### src/rtl/fifo_pkg.sv
// ---------------------------------------------------------------------------
// fifo_pkg
// Shared definitions for the FIFO write/read pointer logic.
//   DEF_DATA_W / DEF_ADDR_W / DEF_CNT_W : default widths for the FIFO blocks
//   PTR_MAX_W                           : widest pointer the Gray helpers take
//   wr_flags_t                          : registered status flags of the write side
//   bin2gray / gray2bin                 : pointer code conversions
// ---------------------------------------------------------------------------
package fifo_pkg;

    localparam int DEF_DATA_W = 32;
    localparam int DEF_ADDR_W = 5;
    localparam int DEF_CNT_W  = 16;

    // The helpers work on a fixed wide vector; callers zero-extend their
    // pointer into it and keep the low bits of the result. Leading zeros
    // are neutral for both conversions.
    localparam int PTR_MAX_W = 32;

    typedef struct packed {
        logic overflow;
        logic almostFull;
    } wr_flags_t;

    function automatic logic [PTR_MAX_W-1:0] bin2gray(input logic [PTR_MAX_W-1:0] bin);
        return bin ^ (bin >> 1);
    endfunction

    function automatic logic [PTR_MAX_W-1:0] gray2bin(input logic [PTR_MAX_W-1:0] gray);
        logic [PTR_MAX_W-1:0] bin;
        bin[PTR_MAX_W-1] = gray[PTR_MAX_W-1];
        for (int i = PTR_MAX_W - 2; i >= 0; i--) begin
            bin[i] = bin[i+1] ^ gray[i];
        end
        return bin;
    endfunction

endpackage

### src/rtl/fifo_wr_ctrl_if.sv
// ---------------------------------------------------------------------------
// fifo_wr_ctrl_if
// Bundles the write-side control/status signals of the FIFO write controller.
//   master : the side that issues writes and supplies the synced read pointer
//   slave  : the write controller itself
// Signals: sw_rst, write_enable, wdata, afull_value, rptr_gray_sync, stat_clr
//          (master -> slave); mem_we, mem_waddr, mem_wdata, wptr_gray, wfull,
//          wr_almost_full, overflow, wr_level, peak_level, fifo_write_count
//          (slave -> master).
// ---------------------------------------------------------------------------
interface fifo_wr_ctrl_if
    import fifo_pkg::*;
#(
    parameter int DATA_W = DEF_DATA_W,
    parameter int ADDR_W = DEF_ADDR_W,
    parameter int CNT_W  = DEF_CNT_W
)();

    logic              sw_rst;
    logic              write_enable;
    logic [DATA_W-1:0] wdata;
    logic [ADDR_W:0]   afull_value;
    logic [ADDR_W:0]   rptr_gray_sync;
    logic              stat_clr;

    logic              mem_we;
    logic [ADDR_W-1:0] mem_waddr;
    logic [DATA_W-1:0] mem_wdata;
    logic [ADDR_W:0]   wptr_gray;
    logic              wfull;
    logic              wr_almost_full;
    logic              overflow;
    logic [ADDR_W:0]   wr_level;
    logic [ADDR_W:0]   peak_level;
    logic [CNT_W-1:0]  fifo_write_count;

    modport master (
        output sw_rst, write_enable, wdata, afull_value, rptr_gray_sync, stat_clr,
        input  mem_we, mem_waddr, mem_wdata, wptr_gray, wfull, wr_almost_full,
               overflow, wr_level, peak_level, fifo_write_count
    );

    modport slave (
        input  sw_rst, write_enable, wdata, afull_value, rptr_gray_sync, stat_clr,
        output mem_we, mem_waddr, mem_wdata, wptr_gray, wfull, wr_almost_full,
               overflow, wr_level, peak_level, fifo_write_count
    );

endinterface

### src/rtl/fifo_wptr_gray.sv
// ---------------------------------------------------------------------------
// fifo_wptr_gray
// Binary pointer register with Gray-coded registered copy and the
// "one lap ahead" compare against the peer pointer. Written generically so
// the read side can reuse it.
//   clk, rst_n   : clock, asynchronous active-low reset
//   clear_i      : synchronous clear of pointer and compare flag
//   incr_i       : advance the pointer by one
//   peerGray_i   : peer pointer in Gray code, already in this clock domain
//   addr_o       : memory address (pointer without the lap bit)
//   binNext_o    : pointer value being loaded this cycle
//   gray_o       : registered Gray pointer for the other domain
//   full_o       : registered "pointer is one full lap ahead of peer"
// ---------------------------------------------------------------------------
module fifo_wptr_gray
    import fifo_pkg::*;
#(
    parameter int ADDR_W = DEF_ADDR_W
)(
    input  logic            clk,
    input  logic            rst_n,
    input  logic            clear_i,
    input  logic            incr_i,
    input  logic [ADDR_W:0] peerGray_i,
    output logic [ADDR_W-1:0] addr_o,
    output logic [ADDR_W:0] binNext_o,
    output logic [ADDR_W:0] gray_o,
    output logic            full_o
);

    localparam int PW = ADDR_W + 1;

    logic [PW-1:0]        bin_q, bin_d;
    logic [PW-1:0]        gray_q, gray_d;
    logic                 full_q, full_d;
    logic [PW-1:0]        binInc;
    logic [PW-1:0]        grayInc;
    logic [PW-1:0]        peerLapped;
    logic [PTR_MAX_W-1:0] grayWide;
    logic [PTR_MAX_W-1:PW] unusedGrayHi;

    assign binInc       = bin_q + {{ADDR_W{1'b0}}, incr_i};
    assign grayWide     = bin2gray(PTR_MAX_W'(binInc));
    assign grayInc      = grayWide[PW-1:0];
    assign unusedGrayHi = grayWide[PTR_MAX_W-1:PW];

    // In Gray code, the peer pointer shifted by exactly one lap differs only
    // in its two top bits, so full is an equality test against that pattern.
    assign peerLapped = {~peerGray_i[ADDR_W:ADDR_W-1], peerGray_i[ADDR_W-2:0]};

    // Next-state selection: a clear wins over any increment.
    always_comb begin
        bin_d  = binInc;
        gray_d = grayInc;
        full_d = (grayInc == peerLapped);
        if (clear_i) begin
            bin_d  = '0;
            gray_d = '0;
            full_d = 1'b0;
        end
    end

    always_ff @(posedge clk or negedge rst_n) begin
        if (!rst_n) begin
            bin_q  <= '0;
            gray_q <= '0;
            full_q <= 1'b0;
        end else begin
            bin_q  <= bin_d;
            gray_q <= gray_d;
            full_q <= full_d;
        end
    end

    assign addr_o    = bin_q[ADDR_W-1:0];
    assign binNext_o = binInc;
    assign gray_o    = gray_q;
    assign full_o    = full_q;

endmodule

### src/rtl/fifo_wr_ctrl.sv
// ---------------------------------------------------------------------------
// fifo_wr_ctrl
// Write-side controller of an asynchronous FIFO: accepts writes while not
// full, drives the memory write port, publishes the Gray write pointer and
// keeps level / almost-full / overflow / high-water / write-count status.
//   wclk      : write-domain clock
//   hw_rst_n  : asynchronous active-low hardware reset
//   bus       : fifo_wr_ctrl_if.slave (write request, memory port, status)
// The synced read pointer arrives already in the wclk domain; no
// synchronisers live here.
// ---------------------------------------------------------------------------
module fifo_wr_ctrl
    import fifo_pkg::*;
#(
    parameter int DATA_W = DEF_DATA_W,
    parameter int ADDR_W = DEF_ADDR_W,
    parameter int CNT_W  = DEF_CNT_W
)(
    input  logic          wclk,
    input  logic          hw_rst_n,
    fifo_wr_ctrl_if.slave bus
);

    localparam int PW = ADDR_W + 1;

    logic                  accept;
    logic                  wfullInt;
    logic [ADDR_W-1:0]     waddr;
    logic [PW-1:0]         wbinNext;
    logic [PW-1:0]         wgray;
    logic [PW-1:0]         rbin;
    logic [PW-1:0]         levelNext;
    logic [PTR_MAX_W-1:0]  rbinWide;
    logic [PTR_MAX_W-1:PW] unusedRbinHi;
    logic [DATA_W-1:0]     wdataPass;

    wr_flags_t             flags_q, flags_d;
    logic [PW-1:0]         level_q, level_d;
    logic [PW-1:0]         peak_q, peak_d;
    logic [CNT_W-1:0]      count_q, count_d;

    assign accept = bus.write_enable & ~wfullInt & ~bus.sw_rst;

    fifo_wptr_gray #(
        .ADDR_W (ADDR_W)
    ) u_wptr (
        .clk        (wclk),
        .rst_n      (hw_rst_n),
        .clear_i    (bus.sw_rst),
        .incr_i     (accept),
        .peerGray_i (bus.rptr_gray_sync),
        .addr_o     (waddr),
        .binNext_o  (wbinNext),
        .gray_o     (wgray),
        .full_o     (wfullInt)
    );

    assign rbinWide     = gray2bin(PTR_MAX_W'(bus.rptr_gray_sync));
    assign rbin         = rbinWide[PW-1:0];
    assign unusedRbinHi = rbinWide[PTR_MAX_W-1:PW];

    // Modular difference; overestimates while the synced read pointer lags.
    assign levelNext = wbinNext - rbin;

    // The memory strobe is gated by reset too: wfull reads 0 during reset,
    // so a pending request would otherwise leak through.
    assign wdataPass     = bus.wdata;
    assign bus.mem_we    = accept & hw_rst_n;
    assign bus.mem_waddr = waddr;
    assign bus.mem_wdata = wdataPass;

    // Status next-state. Overflow set beats stat_clr so a coincident event
    // is not lost; stat_clr reloads the high-water mark from the current
    // level rather than zero. sw_rst overrides everything.
    always_comb begin
        level_d             = levelNext;
        flags_d.almostFull  = (bus.afull_value != '0) && (levelNext >= bus.afull_value);
        flags_d.overflow    = flags_q.overflow;
        if (bus.write_enable && wfullInt) begin
            flags_d.overflow = 1'b1;
        end else if (bus.stat_clr) begin
            flags_d.overflow = 1'b0;
        end
        if (bus.stat_clr) begin
            peak_d = levelNext;
        end else if (levelNext > peak_q) begin
            peak_d = levelNext;
        end else begin
            peak_d = peak_q;
        end
        count_d = count_q;
        if (accept && (count_q != {CNT_W{1'b1}})) begin
            count_d = count_q + {{(CNT_W-1){1'b0}}, 1'b1};
        end
        if (bus.sw_rst) begin
            level_d = '0;
            flags_d = '0;
            peak_d  = '0;
            count_d = '0;
        end
    end

    always_ff @(posedge wclk or negedge hw_rst_n) begin
        if (!hw_rst_n) begin
            flags_q <= '0;
            level_q <= '0;
            peak_q  <= '0;
            count_q <= '0;
        end else begin
            flags_q <= flags_d;
            level_q <= level_d;
            peak_q  <= peak_d;
            count_q <= count_d;
        end
    end

    assign bus.wptr_gray        = wgray;
    assign bus.wfull            = wfullInt;
    assign bus.wr_almost_full   = flags_q.almostFull;
    assign bus.overflow         = flags_q.overflow;
    assign bus.wr_level         = level_q;
    assign bus.peak_level       = peak_q;
    assign bus.fifo_write_count = count_q;

endmodule
### src/flat_wrapper.sv
// flat-port wrapper written by rule: the top's interface ports become plain ports
module fifo_wr_ctrl_flat import fifo_pkg::*;
#(
    parameter int DATA_W = DEF_DATA_W,
    parameter int ADDR_W = DEF_ADDR_W,
    parameter int CNT_W  = DEF_CNT_W
)
  (wclk, hw_rst_n, bus_sw_rst, bus_write_enable, bus_wdata, bus_afull_value, bus_rptr_gray_sync, bus_stat_clr, bus_mem_we, bus_mem_waddr, bus_mem_wdata, bus_wptr_gray, bus_wfull, bus_wr_almost_full, bus_overflow, bus_wr_level, bus_peak_level, bus_fifo_write_count);
  fifo_wr_ctrl_if #(.DATA_W(DATA_W), .ADDR_W(ADDR_W), .CNT_W(CNT_W)) bus_i ();
  input  logic wclk;
  input  logic hw_rst_n;
  input wire logic [$bits(bus_i.sw_rst)-1:0] bus_sw_rst;
  input wire logic [$bits(bus_i.write_enable)-1:0] bus_write_enable;
  input wire logic [$bits(bus_i.wdata)-1:0] bus_wdata;
  input wire logic [$bits(bus_i.afull_value)-1:0] bus_afull_value;
  input wire logic [$bits(bus_i.rptr_gray_sync)-1:0] bus_rptr_gray_sync;
  input wire logic [$bits(bus_i.stat_clr)-1:0] bus_stat_clr;
  output wire logic [$bits(bus_i.mem_we)-1:0] bus_mem_we;
  output wire logic [$bits(bus_i.mem_waddr)-1:0] bus_mem_waddr;
  output wire logic [$bits(bus_i.mem_wdata)-1:0] bus_mem_wdata;
  output wire logic [$bits(bus_i.wptr_gray)-1:0] bus_wptr_gray;
  output wire logic [$bits(bus_i.wfull)-1:0] bus_wfull;
  output wire logic [$bits(bus_i.wr_almost_full)-1:0] bus_wr_almost_full;
  output wire logic [$bits(bus_i.overflow)-1:0] bus_overflow;
  output wire logic [$bits(bus_i.wr_level)-1:0] bus_wr_level;
  output wire logic [$bits(bus_i.peak_level)-1:0] bus_peak_level;
  output wire logic [$bits(bus_i.fifo_write_count)-1:0] bus_fifo_write_count;
  assign bus_i.sw_rst = bus_sw_rst;
  assign bus_i.write_enable = bus_write_enable;
  assign bus_i.wdata = bus_wdata;
  assign bus_i.afull_value = bus_afull_value;
  assign bus_i.rptr_gray_sync = bus_rptr_gray_sync;
  assign bus_i.stat_clr = bus_stat_clr;
  assign bus_mem_we = bus_i.mem_we;
  assign bus_mem_waddr = bus_i.mem_waddr;
  assign bus_mem_wdata = bus_i.mem_wdata;
  assign bus_wptr_gray = bus_i.wptr_gray;
  assign bus_wfull = bus_i.wfull;
  assign bus_wr_almost_full = bus_i.wr_almost_full;
  assign bus_overflow = bus_i.overflow;
  assign bus_wr_level = bus_i.wr_level;
  assign bus_peak_level = bus_i.peak_level;
  assign bus_fifo_write_count = bus_i.fifo_write_count;
  fifo_wr_ctrl #(.DATA_W(DATA_W), .ADDR_W(ADDR_W), .CNT_W(CNT_W)) u_core (.wclk(wclk), .hw_rst_n(hw_rst_n), .bus(bus_i));
endmodule
### config.mk
export PLATFORM = sky130hd
export DESIGN_NAME = fifo_wr_ctrl_flat
export DESIGN_NICKNAME = d
export VERILOG_FILES = /design/src/rtl/fifo_pkg.sv /design/src/rtl/fifo_wr_ctrl_if.sv /design/src/rtl/fifo_wptr_gray.sv /design/src/rtl/fifo_wr_ctrl.sv /design/src/flat_wrapper.sv
export SDC_FILE = /design/constraint.sdc
export NUM_CORES = 1
export LEC_CHECK = 0
export CAP_MARGIN = 20
export CORE_MARGIN = 2
export CORE_UTILIZATION = 25
export DETAILED_ROUTE_END_ITERATION = 12
export SKIP_CTS_REPAIR_TIMING = 1
export SLEW_MARGIN = 20
export SYNTH_ARGS = -nofsm -noshare
export SYNTH_HDL_FRONTEND = slang
export SYNTH_SLANG_ARGS = --single-unit
### constraint.sdc
create_clock -name wclk -period 4.4 [get_ports wclk]
set_clock_uncertainty 0.1 [all_clocks]
set_input_delay 1.32 -clock wclk [delete_from_list [all_inputs] [get_ports wclk]]
set_output_delay 1.32 -clock wclk [all_outputs]
set_load 0.05 [all_outputs]
## After elaboration in Yosys (flattened, before gate mapping)

Cells that the tools add are included.

- Flip-flop bits (word level): 43
- Output and inout port bits: 75
- Word-level logic and storage cells: 46

- Add/sub/neg operators: 3
- $lt $le $gt $ge: 2
- Eq/ne operators: 2
- Mux-type cells: 12
- Bitwise operators: 12
- Reduce and logical (&&, ||, !) cells: 7

Operators with widths:

| cell | number |
|---|---|
| $mux W6 | 6 |
| $mux W16 | 2 |
| $add A16 B1 Y16 const B | 1 |
| $ne A16 B16 Y1 const B | 1 |
| $add A6 B1 Y6 | 1 |
| $eq A6 B6 Y1 | 1 |
| $ge A6 B6 Y1 | 1 |
| $gt A6 B6 Y1 | 1 |
| $reduce_bool A3 Y1 | 2 |
| $reduce_bool A6 Y1 | 1 |
| $sub A6 B6 Y6 | 1 |
| $xor A6 B5 Y6 | 1 |
| $xor A1 B1 Y1 | 5 |
| $and A1 B1 Y1 | 3 |
| $logic_and A1 B1 Y1 | 3 |
| $mux W1 | 3 |
| $mux W2 | 1 |
| $not A1 Y1 | 2 |
| $not A2 Y2 | 1 |
| $reduce_bool A2 Y1 | 1 |

## Logic depth before layout (Yosys ltp)

Gate-level depths: netlist (run 1).

- Depth after elaboration: 10
- Mapped depth: 17
- Gate-level depth less buffers: 17

## By module

A second synthesis (run 1) with hierarchy kept.

- Cell total of the unflattened synthesis: 303
- Area total of the unflattened synthesis: 2970.3 µm²

Modules (own cells, without submodules):

| module | instances | cells an instance | area an instance (µm²) | sequential area each (µm²) |
|---|---|---|---|---|
| fifo_wr_ctrl | 1 | 235 | 2270.9 | 750.7 |
| fifo_wptr_gray | 1 | 68 | 699.4 | 300.3 |

## Worst setup path before layout (run 1)

OpenSTA, ideal clock, no wires.

- Path kind: input to register
- Start: input port bus_sw_rst
- End: register u_core.peak_q[5] (netlist: u_core.bus.peak_level[5])
- Arrival: 4.564 ns
- Setup slack: -0.389 ns
- Stages on the path: 15
- Cell sequence: nor3b_2 -> ha_1 -> nand3_1 -> xor2_2 -> inv_1 -> ha_1 -> o21a_1 -> o31ai_1 -> a21oi_1 -> xor2_1 -> ha_1 -> nand3_1 -> or2_2 -> a211o_1 -> mux2_4

- Cells in the longest elaborated chain, start to end: 7

RTL lines:

| element | line | RTL |
|---|---|---|
| start: declaration | flat_wrapper.sv:12 | `input wire logic [$bits(bus_i.sw_rst)-1:0] bus_sw_rst;` |
| parallel branches: the longest is 7 deep, another holds $add A6 B1 Y6 | - |  |
| end signal: assignment | fifo_wr_ctrl.sv:112 | `peak_q <= peak_d;` |
| end: declaration | fifo_wr_ctrl.sv:39 | `logic [PW-1:0] peak_q, peak_d;` |

Parallel ways; which one is timed is not known. The select of a mux whose other input is x is not followed.
A chain may end at the register's enable or synchronous reset.

## Final worst setup path (run 1)

- Start: input port bus_rptr_gray_sync[4]
- End: register u_core.peak_q[5] (netlist: u_core.bus.peak_level[5])

- Cells in the longest elaborated chain, start to end: 9

RTL lines:

| element | line | RTL |
|---|---|---|
| start: declaration | flat_wrapper.sv:16 | `input wire logic [$bits(bus_i.rptr_gray_sync)-1:0] bus_rptr_gray_sync;` |
| $xor A1 B1 Y1 * | fifo_pkg.sv:33 | `bin[i] = bin[i+1] ^ gray[i];` |
| $xor A1 B1 Y1 (4 in series) | fifo_pkg.sv:33 |  |
| $sub A6 B6 Y6 * | fifo_wr_ctrl.sv:63 | `assign levelNext = wbinNext - rbin;` |
| parallel branches: the longest is 3 deep, another holds $gt A6 B6 Y1 | - |  |

Every way passes the cells marked *. The select of a mux whose other input is x is not followed.

==> out/summary.txt, run 1 <==
Pleak -> 1.73 nW
syn_nets -> 356
antenna cell count -> 0
DR vias -> 2134
most frequent cell on the critical path -> xor2_2
warnings from Yosys -> 0
Die W -> 110 um
Register Area -> 1050 um^2
Max stage delay cell, worst path -> a211o_4
critical path class -> input pin to flip-flop
Top Family by Delay on Critical Path -> XOR/XNOR gates
unrepaired setup endpoints after global routing -> yes
Worst Setup End Kind -> flip-flop
vias in the first global route -> 2265
port bufs -> 59
final setup violation count -> 6
max-cap viol count -> 0
cts bufs inserted -> 5
DRC -> 0
Slew @ Worst Pin -> 0.557 ns
Area Overhead vs Synth -> 34.6%
Relative slew margins -> 0.629
drt wl/cell -> 13.3 um
ys async rst share -> 1.00
gr usage total -> 0.114
CTS tree -> done
Sw Ratio -> 0.373
initial core utilization -> 0.258
Pint -> 0.798 mW
Post-DP Area -> 3590 um^2
Yosys reg bits -> 42
sequential power share -> 0.348
Routed WL -> 6540 um
layout cells sized above 1 -> 0.229
status -> complete, but fails checks
CTS clk-pin slew, worst paths -> 0.08 ns
Avg Inst Size Synth -> 9.84 um^2
Clk pwr share -> 0.191
CP cell instances -> buf_8 > xnor2_4 > xor2_2 > xor2_2 > xor2_2 > xnor2_2 > ha_2 > fa_2 > inv_1 > a21o_1 > a21oi_2 > xnor2_1 > ha_1 > a21o_1 > a21oi_2 > o21ai_1 > a211o_4 > mux2_4
root buffer cell -> clkbuf_8
Hold Fails Final Rpt -> 0
Worst EP required -> 4.47 ns
final net count -> 420
Switching Power -> 0.475 mW
Synth Flop Type -> dfrtp_1
Max Freq -> 218 MHz
WP buf/inv -> 2
vias per std cell -> 4.36
failing checks -> negative setup slack
num rows -> 38
synthesized instance count -> 286
Die H -> 110 um
Cell Area, Synth -> 2810 um^2
routability cong. -> 0.845
die area -> 12100 um^2
Slew Viols, Final -> 0
antenna violations before repair -> 0
final core utilization -> 0.348
first-pass GRT wire length -> 10700 um
PnR worst setup slack -> -0.196 ns
PwrDens -> 336 nW/um^2
dpl ws -> -0.984 ns
EDFF count, synth -> 0
crit-path max cell delay -> 0.38 ns
final hold slack -> 0.441 ns
GRT overflow -> 0
Clock Latency Late Sink -> 0.29 ns
clk buf depth -> 2
IO Count -> 124
Crit Path Max Fanout -> 6
largest net degree at the start of global routing -> 43
clk sinks -> 42
Tmin final -> 4.60 ns
multi-input gate area in the final layout -> 1520 um^2
core footprint -> 10900 um^2
arrival time worst endpoint -> 4.67 ns
H-tree levels -> 2
combinational share of power -> 0.461
Final ANT Viol Nets -> 0
number of fill cells -> 1093
sequential area share after synthesis -> 0.373
drt initial violations -> 62
First-pass DRT Iterations -> 4
final instance area -> 3790 um^2
Setup crit start kind -> input pin
final worst path period share -> 1.04
IR drop worst, VDD -> 0.127 mV
HP Class -> flip-flop to flip-flop
unique cell type count in the Yosys netlist -> 47
post-detail-place hpwl -> 5090 um
==> metal layers <==
metal	part of all wire	GRT usage	up-vias	wire [um]
li1	-	-	1049	-
met1	0.42	0.133	1029	2760
met2	0.52	0.205	50	3390
met3	0.049	0.0229	6	320
met4	0.011	0.0402	0	74
met5	0	0	-	0
==> power by group through the flow <==
stage | clock, mW | sequential, mW | combinational (mW)
after floorplan | 0 | 0.567 | 0.300
after CTS | 0.255 | 0.444 | 0.563
final | 0.243 | 0.443 | 0.587
after global placement | 0 | 0.450 | 0.548
after detailed placement | 0 | 0.451 | 0.561
after global routing | 0.267 | 0.448 | 0.641
==> cells in the final DEF, fill, tap and decap left out, types with 3 or more instances in the layout <==
master / n
xor2_1: 10
and2_1: 3
dlymetal6s2s_1: 4
ha_1: 16
nor4_1: 3
a21o_1: 4
clkdlybuf4s50_1: 51
nor2_1: 34
nand2_1: 8
buf_4: 36
mux2_2: 4
a21oi_1: 8
clkbuf_8: 5
xor2_2: 5
dfrtp_1: 42
xnor2_1: 14
nand4_1: 8
a31oi_1: 3
inv_1: 19
nand3_1: 6
and3_1: 4
nor2b_1: 5
o21ai_0: 8
xnor2_2: 3
==> metrics by stage <==
step           TNS (ns)  std cells  total power, mW
2_1_floorplan     -1.54        286            0.867
3_3_place_gp      -5.48        479            0.998
3_5_place_dp      -6.20        479             1.01
4_1_cts           -3.96        486             1.26
5_1_grt           -1.99        490             1.36
6_report          -1.03        490             1.27
==> final cells by class <==
class / instances / area share
repair buffers: 95 / 0.233
inverters: 20 / 0.0198
flip-flops and latches: 42 / 0.278
multi-input cells: 186 / 0.402
well taps: 140 / 0.0463
clock buffers: 6 / 0.0192
clock inverters: 1 / 0.00198
==> worst paths after layout <==
path	cells after the start	end	startpoint	slack (ns)
worst min register to register	1	u_core.bus.fifo_write_count[7]	u_core.bus.fifo_write_count[7]	0.44
worst min-delay path	1	u_core.bus.fifo_write_count[7]	u_core.bus.fifo_write_count[7]	0.44
min in group asynchronous	2	u_core.bus.fifo_write_count[7]	hw_rst_n	1.03
max in group asynchronous	2	u_core.bus.peak_level[5]	hw_rst_n	2.79
worst max register to register	15	u_core.bus.peak_level[5]	u_core.u_wptr.full_o	0.75
worst max-delay path	18	u_core.bus.peak_level[5]	bus_rptr_gray_sync[4]	-0.20
==> state kept, by name, summed over array words and instances, names as in the netlist <==
signal / count
u_core.u_wptr.full_o: 1
u_core.u_wptr.gray_o: 5
u_core.bus.wr_almost_full: 1
u_core.bus.overflow: 1
u_core.bus.fifo_write_count: 16
u_core.bus.peak_level: 6
u_core.bus.wr_level: 6
u_core.u_wptr.bin_q: 6
==> cell usage after synthesis (2+ instances only) <==
| library cell | instances | share of area |
|---|---|---|
| xnor2_1 | 15 | 0.047 |
| nand3_1 | 7 | 0.012 |
| a21oi_1 | 10 | 0.018 |
| ha_1 | 20 | 0.089 |
| nand2_1 | 8 | 0.011 |
| dfrtp_1 | 42 | 0.37 |
| and2_1 | 3 | 0.0067 |
| xor2_2 | 4 | 0.023 |
| nand4_1 | 8 | 0.018 |
| buf_4 | 32 | 0.085 |
| nor4_1 | 3 | 0.0067 |
| a21o_1 | 4 | 0.011 |
| nor2_1 | 34 | 0.045 |
| xor2_1 | 11 | 0.034 |
| buf_1 | 2 | 0.0027 |
| o21a_1 | 2 | 0.0053 |
| or3_1 | 2 | 0.0044 |
| mux2_2 | 5 | 0.020 |
| nor2b_1 | 6 | 0.013 |
| and4_1 | 3 | 0.0093 |
| a31oi_1 | 3 | 0.0067 |
| clkbuf_1 | 2 | 0.0027 |
| and3_1 | 4 | 0.0089 |
| xnor2_2 | 3 | 0.017 |
| nand2b_1 | 2 | 0.0044 |
| o21ai_0 | 9 | 0.016 |
| o31ai_1 | 3 | 0.0080 |
| inv_1 | 20 | 0.027 |
==> logic make-up after synthesis <==
| kind of cell | count (synthesis) | share of synthesized area |
|---|---|---|
| adder cells (fa/ha/maj) | 21 | 0.0960 |
| AND/OR/NAND/NOR | 87 | 0.161 |
| multiplexers | 7 | 0.0289 |
| XOR/XNOR | 35 | 0.140 |
| flip-flops | 42 | 0.374 |
| buffers and inverters | 58 | 0.123 |
| AO/OA/AOI/OAI | 36 | 0.0783 |
(Power assumes the default switching activity.)
==> run 2: changes to the inputs <==
--- a/config.mk
+++ b/config.mk
@@ -10,7 +10,7 @@
 export CORE_UTILIZATION = 25
 export DETAILED_ROUTE_END_ITERATION = 12
 export SKIP_CTS_REPAIR_TIMING = 1
-export SLEW_MARGIN = 20
 export SYNTH_ARGS = -nofsm -noshare
 export SYNTH_HDL_FRONTEND = slang
 export SYNTH_SLANG_ARGS = --single-unit
+export TNS_END_PERCENT = 20
==> run 2 against run 1 <==
The run still ends with negative setup slack left. Highest routed layer unchanged. Critical endpoint unchanged. Cell area shrank 0.73%. Sequential cell count stayed put. Final cell count unchanged. Hold slack worse by 0.0062 ns. Sequential power about the same. Power decreased by 0.68%.
==> out/summary.txt, run 2 (same netlist as run 1, synthesis figures left out) <==
Pwr Total -> 1.26 mW (-0.68%)
Routed WL -> 6520 um (-0.23%)
clk buf depth -> 2 (unchanged)
HP Class -> flip-flop to flip-flop
final setup violation count -> 6 (unchanged)
placed insts -> 479 (unchanged)
DR vias -> 2136 (+0.094%)
final core utilization -> 0.345 (-0.00253)
clk sinks -> 42 (unchanged)
Max Freq -> 216 MHz (-0.58%)
drt wl/cell -> 13.3 um (-0.23%)
Post-DP Area -> 3590 um^2 (unchanged)
First-pass DRT Iterations -> 4 (unchanged)
Area Overhead vs Synth -> 33.6%
Tmin final -> 4.62 ns (+0.0269 ns)
R2R cell count -> 15 (unchanged)
Die W -> 110 um (unchanged)
crit-path max cell delay -> 0.54 ns (+0.16 ns)
Clk pwr share -> 0.193 (+0.002)
vias per std cell -> 4.36 (about the same)
IO Count -> 124 (unchanged)
multi-input gate area in the final layout -> 1520 um^2 (-0.57%)
port bufs -> 59 (unchanged)
Worst Setup End Kind -> flip-flop
GRT overflow -> 0 (unchanged)
failing checks -> negative setup slack
Crit Path Max Fanout -> 6 (unchanged)
CP cell instances -> clkdlybuf4s50_1 > xor2_2 > xor2_2 > buf_4 > ha_1 > nor2b_2 > o31ai_2 > a21oi_1 > xor2_1 > ha_1 > nand3_2 > or2_4 > a211o_4 > mux2_4
Slew @ Worst Pin -> 0.553 ns (-0.00366 ns)
post-detail-place hpwl -> 5090 um (unchanged)
root buffer cell -> clkbuf_8
max-cap viol count -> 0 (unchanged)
Pleak -> 1.70 nW (-1.3%)
final setup TNS -> -1.15 ns (-0.120 ns)
Clock Latency Late Sink -> 0.29 ns (about the same)
CTS tree -> done
Sw Ratio -> 0.374 (+0.000708)
sequential power share -> 0.350 (+0.002)
largest net degree at the start of global routing -> 43 (unchanged)
Worst EP required -> 4.47 ns (about the same)
antenna cell count -> 0 (unchanged)
cts bufs inserted -> 5 (unchanged)
final instance area -> 3760 um^2 (-0.73%)
PwrDens -> 336 nW/um^2 (about the same)
Relative slew margins -> 0.631 (+0.00244)
status -> complete, but fails checks
DRC -> 0 (unchanged)
hold-critical path depth -> 1 (unchanged)
final net count -> 420 (unchanged)
dpl ws -> -0.984 ns (unchanged)
first-pass GRT wire length -> 10700 um (unchanged)
final worst path period share -> 1.05 (+0.00610)
CTS clk-pin slew, worst paths -> 0.08 ns (about the same)
layout cells sized above 1 -> 0.229 (unchanged)
IR drop worst, VDD -> 0.127 mV (-0.31%)
H-tree levels -> 2 (unchanged)
routability cong. -> 0.845 (unchanged)
Top Family by Delay on Critical Path -> compound AO/OA/AOI/OAI gates
PnR worst setup slack -> -0.223 ns (-0.0269 ns)
die area -> 12100 um^2 (unchanged)
critical path class -> input pin to flip-flop
initial core utilization -> 0.258 (unchanged)
Final Non-Filler Cells -> 490 (unchanged)
arrival time worst endpoint -> 4.70 ns (+0.03 ns)
Crit path depth -> 14 (-4)
Setup crit start kind -> input pin
most frequent cells in the layout -> 52 x clkdlybuf4s50_1, 42 x dfrtp_1, 36 x buf_4, 34 x nor2_1, 19 x inv_1
most common cell after layout, fill and taps aside -> clkdlybuf4s50_1
drt initial violations -> 68 (+9.7%)
max reg flops -> 16 (unchanged)
Final ANT Viol Nets -> 0 (unchanged)
final hold slack -> 0.434 ns (-0.00625 ns)
unrepaired setup endpoints after global routing -> yes
num rows -> 38 (unchanged)
Die H -> 110 um (unchanged)
Register Area -> 1050 um^2 (unchanged)
Pint -> 0.792 mW (-0.79%)
WP buf/inv -> 2 (unchanged)
core footprint -> 10900 um^2 (unchanged)
gr usage total -> 0.114 (unchanged)
Max stage delay cell, worst path -> clkdlybuf4s50_1
Slew Viols, Final -> 0 (unchanged)
number of fill cells -> 1100 (+0.64%)
antenna violations before repair -> 0 (unchanged)
vias in the first global route -> 2265 (unchanged)
Hold Fails Final Rpt -> 0 (unchanged)
combinational share of power -> 0.457 (-0.004)
Switching Power -> 0.473 mW (-0.49%)
run 2: power by group through the flow:
| stage | clock [mW] | sequential (mW) | combinational (mW) |
|---|---|---|---|
| after floorplan | 0 | 0.567 | 0.300 |
| after global placement | 0 | 0.450 | 0.548 |
| after detailed placement | 0 | 0.451 | 0.561 |
| after CTS | 0.255 | 0.444 | 0.563 |
| after global routing | 0.267 | 0.448 | 0.633 |
| final | 0.244 | 0.443 | 0.578 |
run 2: worst paths after layout:
kind                                                   to  slack [ns]                           start
setup / recovery                 u_core.bus.peak_level[5]       -0.22           bus_rptr_gray_sync[2]
hold / removal             u_core.bus.fifo_write_count[7]        0.43  u_core.bus.fifo_write_count[7]
setup reg to reg                 u_core.bus.peak_level[5]        0.74            u_core.u_wptr.full_o
hold reg to reg            u_core.bus.fifo_write_count[7]        0.43  u_core.bus.fifo_write_count[7]
max in group asynchronous        u_core.bus.peak_level[5]        2.80                        hw_rst_n
min in group asynchronous  u_core.bus.fifo_write_count[7]        1.02                        hw_rst_n
run 2: per-layer routing:
metal | wire, um | global-route usage
met1 | 2750 | 0.133
met2 | 3380 | 0.205
met3 | 319 | 0.0229
met4 | 74 | 0.0402
met5 | 0 | 0
run 2: area by class of cell:
cell class                 count  area share
clock buffer                   6      0.0193
clock inverter                 1     0.00200
inverter                      20      0.0200
multi-input combinational    186       0.403
sequential                    42       0.280
tap                          140      0.0466
timing repair buffer          95       0.230
==> run 3: changes to the inputs <==
--- a/config.mk
+++ b/config.mk
@@ -5,6 +5,7 @@
 export SDC_FILE = /design/constraint.sdc
 export NUM_CORES = 1
 export LEC_CHECK = 0
+export ABC_AREA = 1
 export CAP_MARGIN = 20
 export CORE_MARGIN = 2
 export CORE_UTILIZATION = 25
==> run 3 against run 2 <==
The flow now finishes without violations. Die area grew 7.8%. Worst setup slack gained 0.49 ns. Sequential cell count is the same. Hold slack lost 0.0041 ns. Combinational power shrank 20%. Synthesized area grew 8.1%. Synthesized cell count grew 43%. Critical path depth grew 14. Wire length grew 22%. Via count grew 34%.
==> out/summary.txt, run 3 <==
syn_nets -> 480 (+35%)
Routed WL -> 7990 um (+22%)
Top Family by Delay on Critical Path -> simple AND/OR/NAND/NOR gates
area share of the largest cell type after synthesis -> 0.346 (-0.0280)
Final ANT Viol Nets -> 0 (unchanged)
Register Area -> 1050 um^2 (unchanged)
Relative slew margins -> 0.600 (-0.0306)
largest net degree at the start of global routing -> 43 (unchanged)
number of fill cells -> 1219 (+11%)
PwrDens -> 305 nW/um^2 (-9.2%)
hold-critical path depth -> 1 (unchanged)
Avg Inst Size Synth -> 7.42 um^2 (-25%)
R2R cell count -> 22 (+7)
antenna cell count -> 0 (unchanged)
hold_sp -> u_core.bus.fifo_write_count[0]
final hold slack -> 0.430 ns (-0.00412 ns)
IR drop worst, VDD -> 0.197 mV (+56%)
final worst path period share -> 0.940 (-0.111)
critical path class -> input pin to flip-flop
DRC -> 0 (unchanged)
gr usage total -> 0.122 (+0.00877)
worst r2r src -> u_core.u_wptr.full_o
Max Freq -> 242 MHz (+12%)
WP buf/inv -> 5 (+3)
synthesized instance count -> 410 (+43%)
Tmin final -> 4.14 ns (-0.487 ns)
Worst Hold Endpoint -> u_core.bus.fifo_write_count[0]
status -> finished, final reports clean
most frequent cell on the critical path -> nand2_2
GRT overflow -> 0 (unchanged)
CTS tree -> done
IO Count -> 124 (unchanged)
antenna violations before repair -> 0 (unchanged)
Setup crit start kind -> input pin
Cell Area, Synth -> 3040 um^2 (+8.1%)
EDFF count, synth -> 0 (unchanged)
drt wl/cell -> 12.7 um (-4.9%)
Slew @ Worst Pin -> 0.597 ns (+0.0436 ns)
Die W -> 114 um (+3.8%)
Slew Viols, Final -> 0 (unchanged)
H-tree levels -> 2 (unchanged)
Max stage delay cell, worst path -> fa_2
post-detail-place hpwl -> 5990 um (+18%)
synth top area cells -> dfrtp_1 35%, nand2_1 11%, buf_4 8.4%, ha_1 8.2%, inv_1 7.4%
layout cells sized above 1 -> 0.231 (+0.00283)
top-count cell post-synth -> nand2_1
Crit path depth -> 28 (+14)
final core utilization -> 0.351 (+0.00583)
reg2reg end -> u_core.bus.peak_level[1]
DR vias -> 2852 (+34%)
Pleak -> 2.05 nW (+20%)
port bufs -> 59 (unchanged)
Crit Path Max Fanout -> 5 (-1)
multi-input gate area in the final layout -> 1640 um^2 (+7.9%)
max reg flops -> 16 (unchanged)
crit-path max cell delay -> 0.37 ns (-0.17 ns)
root buffer cell -> clkbuf_16
warnings from Yosys -> 0 (unchanged)
Clock Latency Late Sink -> 0.29 ns (about the same)
num rows -> 40 (+5.3%)
clk sinks -> 42 (unchanged)
initial core utilization -> 0.254 (-0.00416)
Commonest cells post-synth -> 88 x nand2_1, 60 x inv_1, 42 x dfrtp_1
final net count -> 553 (+32%)
core footprint -> 12000 um^2 (+9.9%)
ys async rst share -> 1.00 (unchanged)
most frequent cells in the layout -> 80 x nand2_1, 56 x inv_1, 51 x clkdlybuf4s50_1, 44 x buf_4, 42 x dfrtp_1
Synth Flop Type -> dfrtp_1
clk buf depth -> 2 (unchanged)
most common cell after layout, fill and taps aside -> nand2_1
setup slack, reg-to-reg -> 1.20 ns (+0.46 ns)
cts bufs inserted -> 5 (unchanged)
die area -> 13100 um^2 (+7.8%)
Die H -> 114 um (+3.8%)
max-cap viol count -> 0 (unchanged)
HP Class -> flip-flop to flip-flop
vias per std cell -> 4.52 (+3.7%)
unique cell type count in the Yosys netlist -> 31 (-34%)
Hold Fails Final Rpt -> 0 (unchanged)
CTS clk-pin slew, worst paths -> 0.07 ns (about the same)
largest area contributor in the synthesized netlist -> dfrtp_1
first-pass GRT wire length -> 12800 um (+20%)
arrival time worst endpoint -> 4.21 ns (-0.49 ns)
Area Overhead vs Synth -> 38.1%
sequential area share after synthesis -> 0.346 (-0.0280)
routability cong. -> 0.805 (-4.6%)
Yosys reg bits -> 42 (unchanged)
final setup violation count -> 0 (-6)
First-pass DRT Iterations -> 4 (unchanged)
Worst Setup End Kind -> flip-flop
vias in the first global route -> 2867 (+27%)
drt initial violations -> 202 (+200%)
Worst EP required -> 4.47 ns (about the same)
-- run 3: per-stage QoR --
stage	setup slack, ns	power [mW]	setup TNS, ns	cells	area (um^2)
global placement	-0.494	0.866	-3.27	621	3860
detailed placement	-0.575	0.870	-3.81	621	3860
global route	-0.0491	1.36	-0.0582	631	4200
finish	0.264	1.28	0	631	4200
CTS	-0.288	1.26	-1.79	629	4010
floorplan	0.229	0.769	0	410	3040
-- run 3: layout make-up --
type,count,area share
Clock inverter,3,0.00596
Inverter,63,0.0569
Clock buffer,5,0.0298
Sequential cell,42,0.250
Tap cell,147,0.0438
Multi-Input combinational cell,268,0.389
Timing Repair Buffer,103,0.224
-- run 3: cells by family after synthesis --
logic type | synth area share
and+or+nand+nor | 0.299
AOI/OAI and AO/OA | 0.0782
adders and majority gates | 0.0889
DFF | 0.346
xor gates and xnor gates | 0.0165
buffers and inverters | 0.172
-- run 3: where the power goes --
part | internal, mW | total (mW) | switching [mW]
logic | 0.188 | 0.462 | 0.274
clock network | 0.214 | 0.386 | 0.172
registers | 0.414 | 0.435 | 0.0213
-- run 3: metal layers --
metal	wire (um)	share of wire	GRT usage
met5	0	0	0
met1	3460	0.43	0.143
met3	391	0.049	0.0265
met2	4000	0.50	0.224
met4	138	0.017	0.0341
-- run 3: worst max path at each step --
stage                                     endpoint                   from  slack (ns)
after global routing      u_core.bus.peak_level[4]  bus_rptr_gray_sync[5]       -0.05
after floorplan           u_core.bus.peak_level[1]             bus_sw_rst        0.23
after detailed placement  u_core.bus.peak_level[1]  bus_rptr_gray_sync[4]       -0.57
after global placement    u_core.bus.peak_level[1]  bus_rptr_gray_sync[4]       -0.49
final                     u_core.bus.peak_level[1]  bus_rptr_gray_sync[4]        0.26
after CTS                 u_core.bus.peak_level[3]  bus_rptr_gray_sync[4]       -0.29
